File: src/rtl/ysyx_25070198_lsu.sv
// Load/store unit: single-outstanding EXU-to-memory bridge with byte-lane steering,
// load sign/zero extension, alignment checking and a REQ+WAIT timeout.
module ysyx_25070198_lsu #(
  parameter int XLEN    = 32,
  parameter int AW      = 32,
  parameter int TIMEOUT = 255
) (
  input  logic              clk,
  input  logic              rst,
  input  logic              req_valid,
  output logic              req_ready,
  input  logic              req_wen,
  input  logic [AW-1:0]     req_addr,
  input  logic [XLEN-1:0]   req_wdata,
  input  logic [1:0]        req_size,
  input  logic              req_unsigned,
  output logic              mem_valid,
  input  logic              mem_ready,
  output logic              mem_wen,
  output logic [AW-1:0]     mem_addr,
  output logic [XLEN-1:0]   mem_wdata,
  output logic [XLEN/8-1:0] mem_wmask,
  input  logic              mem_rvalid,
  input  logic [XLEN-1:0]   mem_rdata,
  output logic              rsp_valid,
  input  logic              rsp_ready,
  output logic [XLEN-1:0]   rsp_rdata,
  output logic              rsp_err,
  output logic [1:0]        dbg_state
);

  localparam int NB = XLEN / 8;
  localparam int OW = $clog2(NB);
  localparam int CW = (TIMEOUT < 1) ? 1 : $clog2(TIMEOUT + 2);
  localparam logic [CW-1:0] TO_LAST = CW'((TIMEOUT > 0) ? TIMEOUT - 1 : 0);

  // Handshakes: a transfer happens on a rising edge where valid && ready are both 1;
  // the initiator holds valid and payload stable until that edge.
  typedef enum logic [1:0] {
    S_IDLE = 2'd0,
    S_REQ  = 2'd1,
    S_WAIT = 2'd2,
    S_RESP = 2'd3
  } state_t;

  state_t state, state_nxt;

  logic            wen_q;
  logic            uns_q;
  logic [AW-1:0]   addr_q;
  logic [XLEN-1:0] wdata_q;
  logic [1:0]      size_q;
  logic [CW-1:0]   cnt;
  logic [XLEN-1:0] rdata_q;
  logic            err_q;

  logic            accept;
  logic            misaligned;
  logic            illegal;
  logic            bad_req;
  logic            expired;
  logic            got_rdata;
  logic [OW-1:0]   off;
  logic [NB-1:0]   size_mask;
  logic [XLEN-1:0] rd_shift;
  logic [XLEN-1:0] rd_mask;
  logic            rd_sign;
  logic [XLEN-1:0] load_data;

  always_comb begin
    case (req_size)
      2'd0:    misaligned = 1'b0;
      2'd1:    misaligned = req_addr[0];
      2'd2:    misaligned = |req_addr[1:0];
      default: misaligned = |req_addr[2:0];
    endcase
  end

  assign illegal   = (req_size == 2'd3) && (XLEN == 32);
  assign bad_req   = misaligned || illegal;
  assign accept    = req_valid && req_ready;
  assign expired   = (TIMEOUT != 0) && (cnt >= TO_LAST);
  assign got_rdata = (state == S_WAIT) && mem_rvalid;

  always_ff @(posedge clk) begin
    if (!rst) state <= S_IDLE;
    else      state <= state_nxt;
  end

  // A completed handshake wins over an expiring timeout in the same cycle, so a
  // request the memory has already taken is never silently dropped.
  always_comb begin
    state_nxt = state;
    case (state)
      S_IDLE: if (req_valid) state_nxt = bad_req ? S_RESP : S_REQ;
      S_REQ: begin
        if (mem_ready)    state_nxt = S_WAIT;
        else if (expired) state_nxt = S_RESP;
      end
      S_WAIT: begin
        if (mem_rvalid)   state_nxt = S_RESP;
        else if (expired) state_nxt = S_RESP;
      end
      S_RESP: if (rsp_ready) state_nxt = S_IDLE;
      default: state_nxt = S_IDLE;
    endcase
  end

  always_ff @(posedge clk) begin
    if (!rst) begin
      wen_q   <= 1'b0;
      uns_q   <= 1'b0;
      addr_q  <= '0;
      wdata_q <= '0;
      size_q  <= 2'd0;
      cnt     <= '0;
      rdata_q <= '0;
      err_q   <= 1'b0;
    end else begin
      if (accept) begin
        wen_q   <= req_wen;
        uns_q   <= req_unsigned;
        addr_q  <= req_addr;
        wdata_q <= req_wdata;
        size_q  <= req_size;
        cnt     <= '0;
      end else if (state == S_REQ || state == S_WAIT) begin
        cnt <= cnt + 1'b1;
      end

      // Response is captured on entry to RESP; anything but read data is an error.
      if (state != S_RESP && state_nxt == S_RESP) begin
        rdata_q <= (got_rdata && !wen_q) ? load_data : '0;
        err_q   <= !got_rdata;
      end else if (state == S_RESP && rsp_ready) begin
        rdata_q <= '0;
        err_q   <= 1'b0;
      end
    end
  end

  assign off = addr_q[OW-1:0];

  always_comb begin
    case (size_q)
      2'd0:    size_mask = NB'(4'h1);
      2'd1:    size_mask = NB'(4'h3);
      2'd2:    size_mask = NB'(4'hF);
      default: size_mask = NB'(8'hFF);
    endcase
  end

  // Load path: bring the addressed lane down to bit 0, keep the access width and
  // fill the rest with the sign bit or zeros.
  assign rd_shift = mem_rdata >> {off, 3'b000};

  always_comb begin
    case (size_q)
      2'd0: begin
        rd_mask = XLEN'(8'hFF);
        rd_sign = rd_shift[7];
      end
      2'd1: begin
        rd_mask = XLEN'(16'hFFFF);
        rd_sign = rd_shift[15];
      end
      2'd2: begin
        rd_mask = XLEN'(32'hFFFF_FFFF);
        rd_sign = rd_shift[31];
      end
      default: begin
        rd_mask = '1;
        rd_sign = rd_shift[XLEN-1];
      end
    endcase
  end

  assign load_data = (rd_shift & rd_mask) | ({XLEN{rd_sign & ~uns_q}} & ~rd_mask);

  // Control outputs are forced low while reset is held, not just after the edge.
  assign req_ready = rst && (state == S_IDLE);
  assign mem_valid = rst && (state == S_REQ);
  assign mem_wen   = mem_valid && wen_q;
  assign mem_addr  = addr_q & ~AW'(NB - 1);
  assign mem_wdata = wdata_q << {off, 3'b000};
  assign mem_wmask = mem_wen ? (size_mask << off) : '0;
  assign rsp_valid = rst && (state == S_RESP);
  assign rsp_rdata = rst ? rdata_q : '0;
  assign rsp_err   = rst && err_q;
  assign dbg_state = state;

endmodule
File: config.mk
export PLATFORM = sky130hd
export DESIGN_NAME = ysyx_25070198_lsu
export DESIGN_NICKNAME = d
export VERILOG_FILES = /design/src/rtl/ysyx_25070198_lsu.sv
export SDC_FILE = /design/constraint.sdc
export NUM_CORES = 1
export LEC_CHECK = 0
export ABC_CLOCK_PERIOD_IN_PS = 5500
export CAP_MARGIN = 20
export CORE_AREA = 2 2 123 125
export CTS_CLUSTER_SIZE = 14
export DETAILED_ROUTE_END_ITERATION = 10
export DIE_AREA = 0 0 125 127
export PLACE_DENSITY = 0.73
export SLEW_MARGIN = 20
export SYNTH_ARGS = -nofsm -noshare
export SYNTH_HDL_FRONTEND = slang
export SYNTH_SLANG_ARGS = --single-unit
File: constraint.sdc
create_clock -name clk -period 5.5 [get_ports clk]
set_clock_uncertainty 0.15 [all_clocks]
set_input_delay 1.1 -clock clk [delete_from_list [all_inputs] [get_ports clk]]
set_output_delay 1.1 -clock clk [all_outputs]
set_load 0.05 [all_outputs]
==> flow_summary.ini, run 1 <==
[timing]
fmax_ghz = 0.2304
setup_viol = 0
hold_viol = 0
timing.final.crit_period_ns = 4.340
setup_repair_after_global_routing_missed_its_margin = false
summed_negative_setup_slack_over_all_endpoints_ns = 0
final_period_utilization_pct = 78.91
worst_relative_slew_slack_pct = 50.47
drv_slew = 0
timing_worst_slew_pin_value_ns = 0.7429

[drt]
first_iter_violations = 303
ant_nets = 0
post_drt_via_cell_ratio = 4.904
wl_um = 16240
routed-via-count = 5247
remaining_drc_errors = 0
post_drt_wl_per_cell_um = 15.17
drt_first_pass_iters = 4

[synth]
yosysTopAreaCell = sky130_fd_sc_hd__dfxtp_1
synth.top_cells.by_area = sky130_fd_sc_hd__dfxtp_1 (39%), sky130_fd_sc_hd__nand2_1 (13%), sky130_fd_sc_hd__o21ai_0 (7.7%), sky130_fd_sc_hd__mux2i_1 (6.0%), sky130_fd_sc_hd__buf_4 (4.6%)
synthesis.instances = 736
synth_seq_area_share_pct = 39.26
ys.flop_type = sky130_fd_sc_hd__dfxtp_1
synthesis.area_per_instance_um2 = 7.761
ys_warn_count = 0
dominant_combinational_cell_family_by_area_after_synthesis = simple AND/OR/NAND/NOR gates
xor_xnor_share_of_the_synthesized_area_pct = 0.9200
yosys-mux-area-fraction_pct = 7.536
adder_and_majority_cell_fraction_of_the_synthesized_area_pct = 1.533
yosys.cell_types.count = 53
synth.top_cell.area_share_pct = 39.26
synth_simple_gate_area_share_pct = 20.02
syn-cell-area_um2 = 5712
synth_compound_area_share_pct = 19.85
synth-edff-count = 0
postSynth.asyncResetShare_pct = 0
postSynthRegisterBits = 112

[clock_network]
numCtsBuffers = 9
cts_root_buffer_type = sky130_fd_sc_hd__clkbuf_16
cts.repair_timing.setup_buffer_count = 0
postCtsHoldBufs = 0
post_cts_resized = 0
clock_insertion_delay_worst_skew_ns = 0.35
ctsHtreeMaxLevel = 3
clock_tree_from_tritoncts = built
cts.clk_slew.worst_paths_ns = 0.07
ctsLongestPathBuffers = 2
cts_sinks = 112

[placement]
hpwl_um = 11540
detailed_place.area_um2 = 7630
place_congestion = 0.8349
place_inst = 1053
io_buffers = 210

[global_routing]
globalRouteTotalUtil_pct = 20.15
antenna_violations_before_repair = 0
grt_use_met1_pct = 25.07
globalRoute.busiestLayer = met2
grt_pass1_wl_um = 26100
global_route.overflow_total = 0
grt.met3_usage_pct = 6.198
met2_usage_pct = 33.28
grt_start_max_net_pins = 83
first_global_vias = 4983

[flow_run]
maxCapViolations = 0

[floorplanning]
core_region_area_um2 = 14420
floorplan.rows = 44
fp.dieArea_um2 = 15880
die_height_um = 127
io_pins = 213
start_util_pct = 39.60
die_w_um = 125

[power_and_ir_drop]
peakVddDrop_v = 0.0002921
power.density_cell_area_nw_per_um2 = 425.2
leakage_nw = 3.111
fin_total_pwr_mw = 3.397

[critical_path]
r2r-end = rdata_q[27]
path_class = register to output port
timing.critical_path.to_type = output port
worstRegToRegCells = 6
cp_data_required_time_ns = 4.25
timing.critical_path.arrival_ns = 3.09
r2r-start = addr_q[1]
critical_path.startpoint = addr_q[0]
critPathMaxFanout = 37
setup.worst_path.start_class = register
ff2ff_setup_slack_ns = 2.62

[worst_hold_path]
min_from = wdata_q[28]
worstHoldPathCells = 2
worst_hold_path_type = register to register
hold_end = wdata_q[28]

[final_layout]
antenna_cells = 0
final_util_pct = 55.40
nNetsFinal = 994
areaGrowthSynthToFinish_pct = 39.89
finalInstanceArea_um2 = 7990
layout.filler_cells = 1378
finish.cell_count_without_fillers = 1070
layout-drive-gt1-share_pct = 5.418

[outcome]
run_status = finished, final reports clean
metrics by stage:
| stage | hold slack, ns | setup slack (ns) |
|---|---|---|
| 3_5_place_dp | 0.2960 | 1.338 |
| 6_report | 0.3025 | 1.160 |
| 2_1_floorplan | 0.2814 | 1.221 |
| 4_1_cts | 0.3062 | 1.129 |
| 3_3_place_gp | 0.2901 | 1.353 |
| 5_1_grt | 0.3206 | 0.9658 |
worst max-delay path, stage by stage (launching register included):
cell and delay (ns):
sky130_fd_sc_hd__dfxtp_2 0.80, sky130_fd_sc_hd__nor2b_1 0.61, sky130_fd_sc_hd__buf_4 0.29, sky130_fd_sc_hd__nand2_1 0.06, sky130_fd_sc_hd__o21ai_0 0.11, sky130_fd_sc_hd__clkdlybuf4s50_1 0.87
sequential cells by signal (all words and copies together), names as in the netlist:
| register | flops |
|---|---|
| addr_q | 32 |
| wen_q | 1 |
| size_q | 2 |
| dbg_state | 2 |
| err_q | 1 |
| wdata_q | 32 |
| cnt | 9 |
| uns_q | 1 |
| rdata_q | 32 |
final cells by class:
type	count	area, um2	area share [%]
multi-input cells	502	2860	35.80
flip-flops and latches	112	2245	28.09
inverters	38	142.6	1.785
well taps	184	230.2	2.881
clock buffers	10	239.0	2.991
clock inverters	6	113.9	1.425
repair buffers	218	2160	27.03
synth_stat cells, drive strengths merged (2+ instances only):
| library cell | number |
|---|---|
| o31ai | 3 |
| xor2 | 5 |
| and2 | 13 |
| nor2b | 11 |
| ha | 7 |
| mux2 | 8 |
| o21a | 10 |
| nand3b | 2 |
| inv | 38 |
| buf | 47 |
| clkbuf | 38 |
| nand3 | 3 |
| a21boi | 8 |
| o21ai | 89 |
| o32ai | 8 |
| o22ai | 24 |
| dfxtp | 112 |
| a211oi | 16 |
| or3 | 2 |
| nand2b | 2 |
| nor2 | 31 |
| nand4 | 4 |
| and3 | 2 |
| mux2i | 34 |
| nand2 | 192 |
| a21oi | 12 |
where the power goes:
group	switching, mW	internal, mW
clock network	0.309	0.459
logic	0.992	0.551
registers	0.138	0.948
total	1.44	1.96
placed cells by master, fill, tap and decap left out, types with 3 or more instances in the layout:
| cell | instances |
|---|---|
| sky130_fd_sc_hd__dfxtp_1 | 110 |
| sky130_fd_sc_hd__nor2_1 | 31 |
| sky130_fd_sc_hd__inv_1 | 38 |
| sky130_fd_sc_hd__nor2b_1 | 10 |
| sky130_fd_sc_hd__ha_1 | 7 |
| sky130_fd_sc_hd__xor2_1 | 5 |
| sky130_fd_sc_hd__mux2i_1 | 34 |
| sky130_fd_sc_hd__o32ai_1 | 6 |
| sky130_fd_sc_hd__and2_1 | 12 |
| sky130_fd_sc_hd__bufinv_16 | 3 |
| sky130_fd_sc_hd__o21a_1 | 10 |
| sky130_fd_sc_hd__a21oi_1 | 12 |
| sky130_fd_sc_hd__mux2_2 | 8 |
| sky130_fd_sc_hd__nand2_1 | 191 |
| sky130_fd_sc_hd__nand4_1 | 3 |
| sky130_fd_sc_hd__clkdlybuf4s50_1 | 209 |
| sky130_fd_sc_hd__a21boi_0 | 8 |
| sky130_fd_sc_hd__buf_4 | 9 |
| sky130_fd_sc_hd__a211oi_1 | 16 |
| sky130_fd_sc_hd__o22ai_1 | 24 |
| sky130_fd_sc_hd__o21ai_0 | 88 |
| sky130_fd_sc_hd__clkbuf_16 | 9 |
logic make-up (layout without fill, tap and decap cells):
kind of cell | Yosys count | count (layout)
mux | 42 | 42
fa+ha+maj | 7 | 7
other cells | 1 | 2
buf+inv | 123 | 272
flops | 112 | 112
simple gates | 266 | 266
xor+xnor | 6 | 6
compound gates | 179 | 179
how the worst max path moves through the flow:
stage	to	slack, ns	cells after the start
detailed placement	mem_wmask[3]	1.34	7
finish	mem_wdata[20]	1.16	5
floorplan	mem_wmask[2]	1.22	4
global route	mem_wdata[20]	0.97	5
CTS	mem_wdata[20]	1.13	5
global placement	mem_wmask[1]	1.35	7
per-layer routing:
metal | wire length (um) | vias to the layer above
met1 | 7110 | 2354
met2 | 7624 | 150
met4 | 290 | 0
li1 | - | 2727
met5 | 0 | -
met3 | 1212 | 16
No activity file was read; power rests on OpenSTA's default activity.
==> run 2, diff against run 1 <==
Settings changed: ABC_CLOCK_PERIOD_IN_PS 5500 to 3600, PLACE_DENSITY 0.73 to 0.76.
Clock period 5.5 ns to 3.6 ns, I/O delays scaled along.
==> run 2 against run 1 <==
Against the previous run:
- via count increased by 2.4%
- cell count is essentially flat
- clock-buffer cell count is 1 higher
- power increased by 49%
- cell area fell by 0.23%
- worst setup slack lost 0.81 ns
==> flow_summary.ini, run 2 (same netlist as run 1, synthesis figures left out) <==
[global_routing]
first_global_vias = 5172
antenna_violations_before_repair = 0
global_route.overflow_total = 0
grt_pass1_wl_um = 26500
grt_start_max_net_pins = 90
globalRouteTotalUtil_pct = 20.49

[clock_network]
post_cts_resized = 0
cts.clk_slew.worst_paths_ns = 0.07
ctsHtreeMaxLevel = 3
clock_insertion_delay_worst_skew_ns = 0.35
numCtsBuffers = 9
clock_tree_from_tritoncts = built
cts_sinks = 112
ctsLongestPathBuffers = 2
postCtsHoldBufs = 0
cts.repair_timing.setup_buffer_count = 0
cts_root_buffer_type = sky130_fd_sc_hd__clkbuf_16

[final_layout]
finalInstanceArea_um2 = 7971
areaGrowthSynthToFinish_pct = 39.56
layout.cells.most_common = sky130_fd_sc_hd__nand2_1
reg_top3 = addr_q (32), rdata_q (32), wdata_q (32)
layout-drive-gt1-share_pct = 12.06
antenna_cells = 0
nNetsFinal = 995
layout.cells.most_common_list = sky130_fd_sc_hd__nand2_1 (191), sky130_fd_sc_hd__clkdlybuf4s50_1 (152), sky130_fd_sc_hd__dfxtp_1 (110), sky130_fd_sc_hd__o21ai_0 (88), sky130_fd_sc_hd__buf_4 (53)

[placement]
hpwl_um = 12030
detailed_place.area_um2 = 7684
io_buffers = 210
place_worst_setup_slack_ns = 0.6185
place_congestion = 0.8145

[floorplanning]
floorplan.rows = 44
die_height_um = 127
die_w_um = 125
fp.dieArea_um2 = 15880
io_pins = 213
start_util_pct = 39.60
core_region_area_um2 = 14420

[outcome]
run_status = finished, final reports clean

[timing]
final.setup.worst_slack_ns = 0.3476
timing.final.crit_period_ns = 3.252
setup_repair_after_global_routing_missed_its_margin = false
worst_relative_slew_slack_pct = 49.85
final_period_utilization_pct = 90.34
setup_viol = 0
timing_worst_slew_pin_value_ns = 0.7513
fmax_ghz = 0.3075
drv_slew = 0
hold_viol = 0

[power_and_ir_drop]
power.density_cell_area_nw_per_um2 = 633.7
leakage_nw = 3.243
peakVddDrop_v = 0.0004537
fin_total_pwr_mw = 5.051

[flow_run]
maxCapViolations = 0

[critical_path]
crit_path_cell_trace = mux2i_1 > a21oi_1 > clkdlybuf4s50_1
timing.critical_path.to_type = output port
critical-path-max-stage-delay_ns = 0.83
critical_path.slowest_cell = sky130_fd_sc_hd__clkdlybuf4s50_1
path_class = register to output port
critPathMaxFanout = 37
setup.worst_path.start_class = register
cp_data_required_time_ns = 2.73
timing.critical_path.arrival_ns = 2.38

[drt]
remaining_drc_errors = 0
post_drt_via_cell_ratio = 5.018
post_drt_wl_per_cell_um = 15.58
routed-via-count = 5374
first_iter_violations = 360
wl_um = 16690
drt_first_pass_iters = 5
ant_nets = 0

[worst_hold_path]
worst_hold_path_type = register to register
==> run 2: final cells by class <==
cell class | instances | area (um2)
multi-input combinational | 502 | 2869
sequential | 112 | 2245
tap | 184 | 230.2
clock inverter | 5 | 42.54
timing repair buffer | 219 | 2200
clock buffer | 11 | 242.7
inverter | 38 | 142.6
fill | 1365 | 6452
==> run 2: path summary, 6_finish.rpt <==
kind	to	cells after the start	slack, ns	startpoint
worst max-delay path	mem_wdata[26]	3	0.35	addr_q[1]
worst min-delay path	addr_q[24]	2	0.31	addr_q[24]
worst max register to register	rdata_q[28]	6	0.69	addr_q[1]
worst min register to register	addr_q[24]	2	0.31	addr_q[24]
==> run 2: per-stage QoR <==
| step | TNS (ns) | cells | utilization [%] | hold slack (ns) |
|---|---|---|---|---|
| finish | 0 | 1071 | 55.27 | 0.3063 |
| global route | 0 | 1071 | 55.27 | 0.3284 |
| CTS | 0 | 1071 | 55.25 | 0.3101 |
| detailed placement | 0 | 1055 | 53.27 | 0.2993 |
| global placement | 0 | 1055 | 53.27 | 0.2925 |
| floorplan | -0.2907 | 737 | - | 0.2814 |
==> run 2: worst max-delay path, delay by kind of cell (launching register included) <==
kind	cells	cell delay (ns)
AOI/OAI and AO/OA	1	0.21
muxes	1	0.18
buffers and inverters	1	0.83
DFF	1	0.80
==> run 2: per-layer routing <==
| metal | vias up | GRT usage [%] | share of wire, % |
|---|---|---|---|
| met1 | 2440 | 24.07 | 41 |
| met5 | - | 0 | 0 |
| met4 | 0 | 6.667 | 2.5 |
| met2 | 184 | 34.46 | 48 |
| li1 | 2723 | - | - |
| met3 | 27 | 8.082 | 8.5 |
==> run 2: power breakdown <==
part / internal, mW / switching, mW / leakage [nW]
Sequential: 1.45 / 0.213 / 0.915
Combinational: 0.890 / 1.54 / 2.19
Clock: 0.494 / 0.470 / 0.136
Total: 2.83 / 2.22 / 3.24
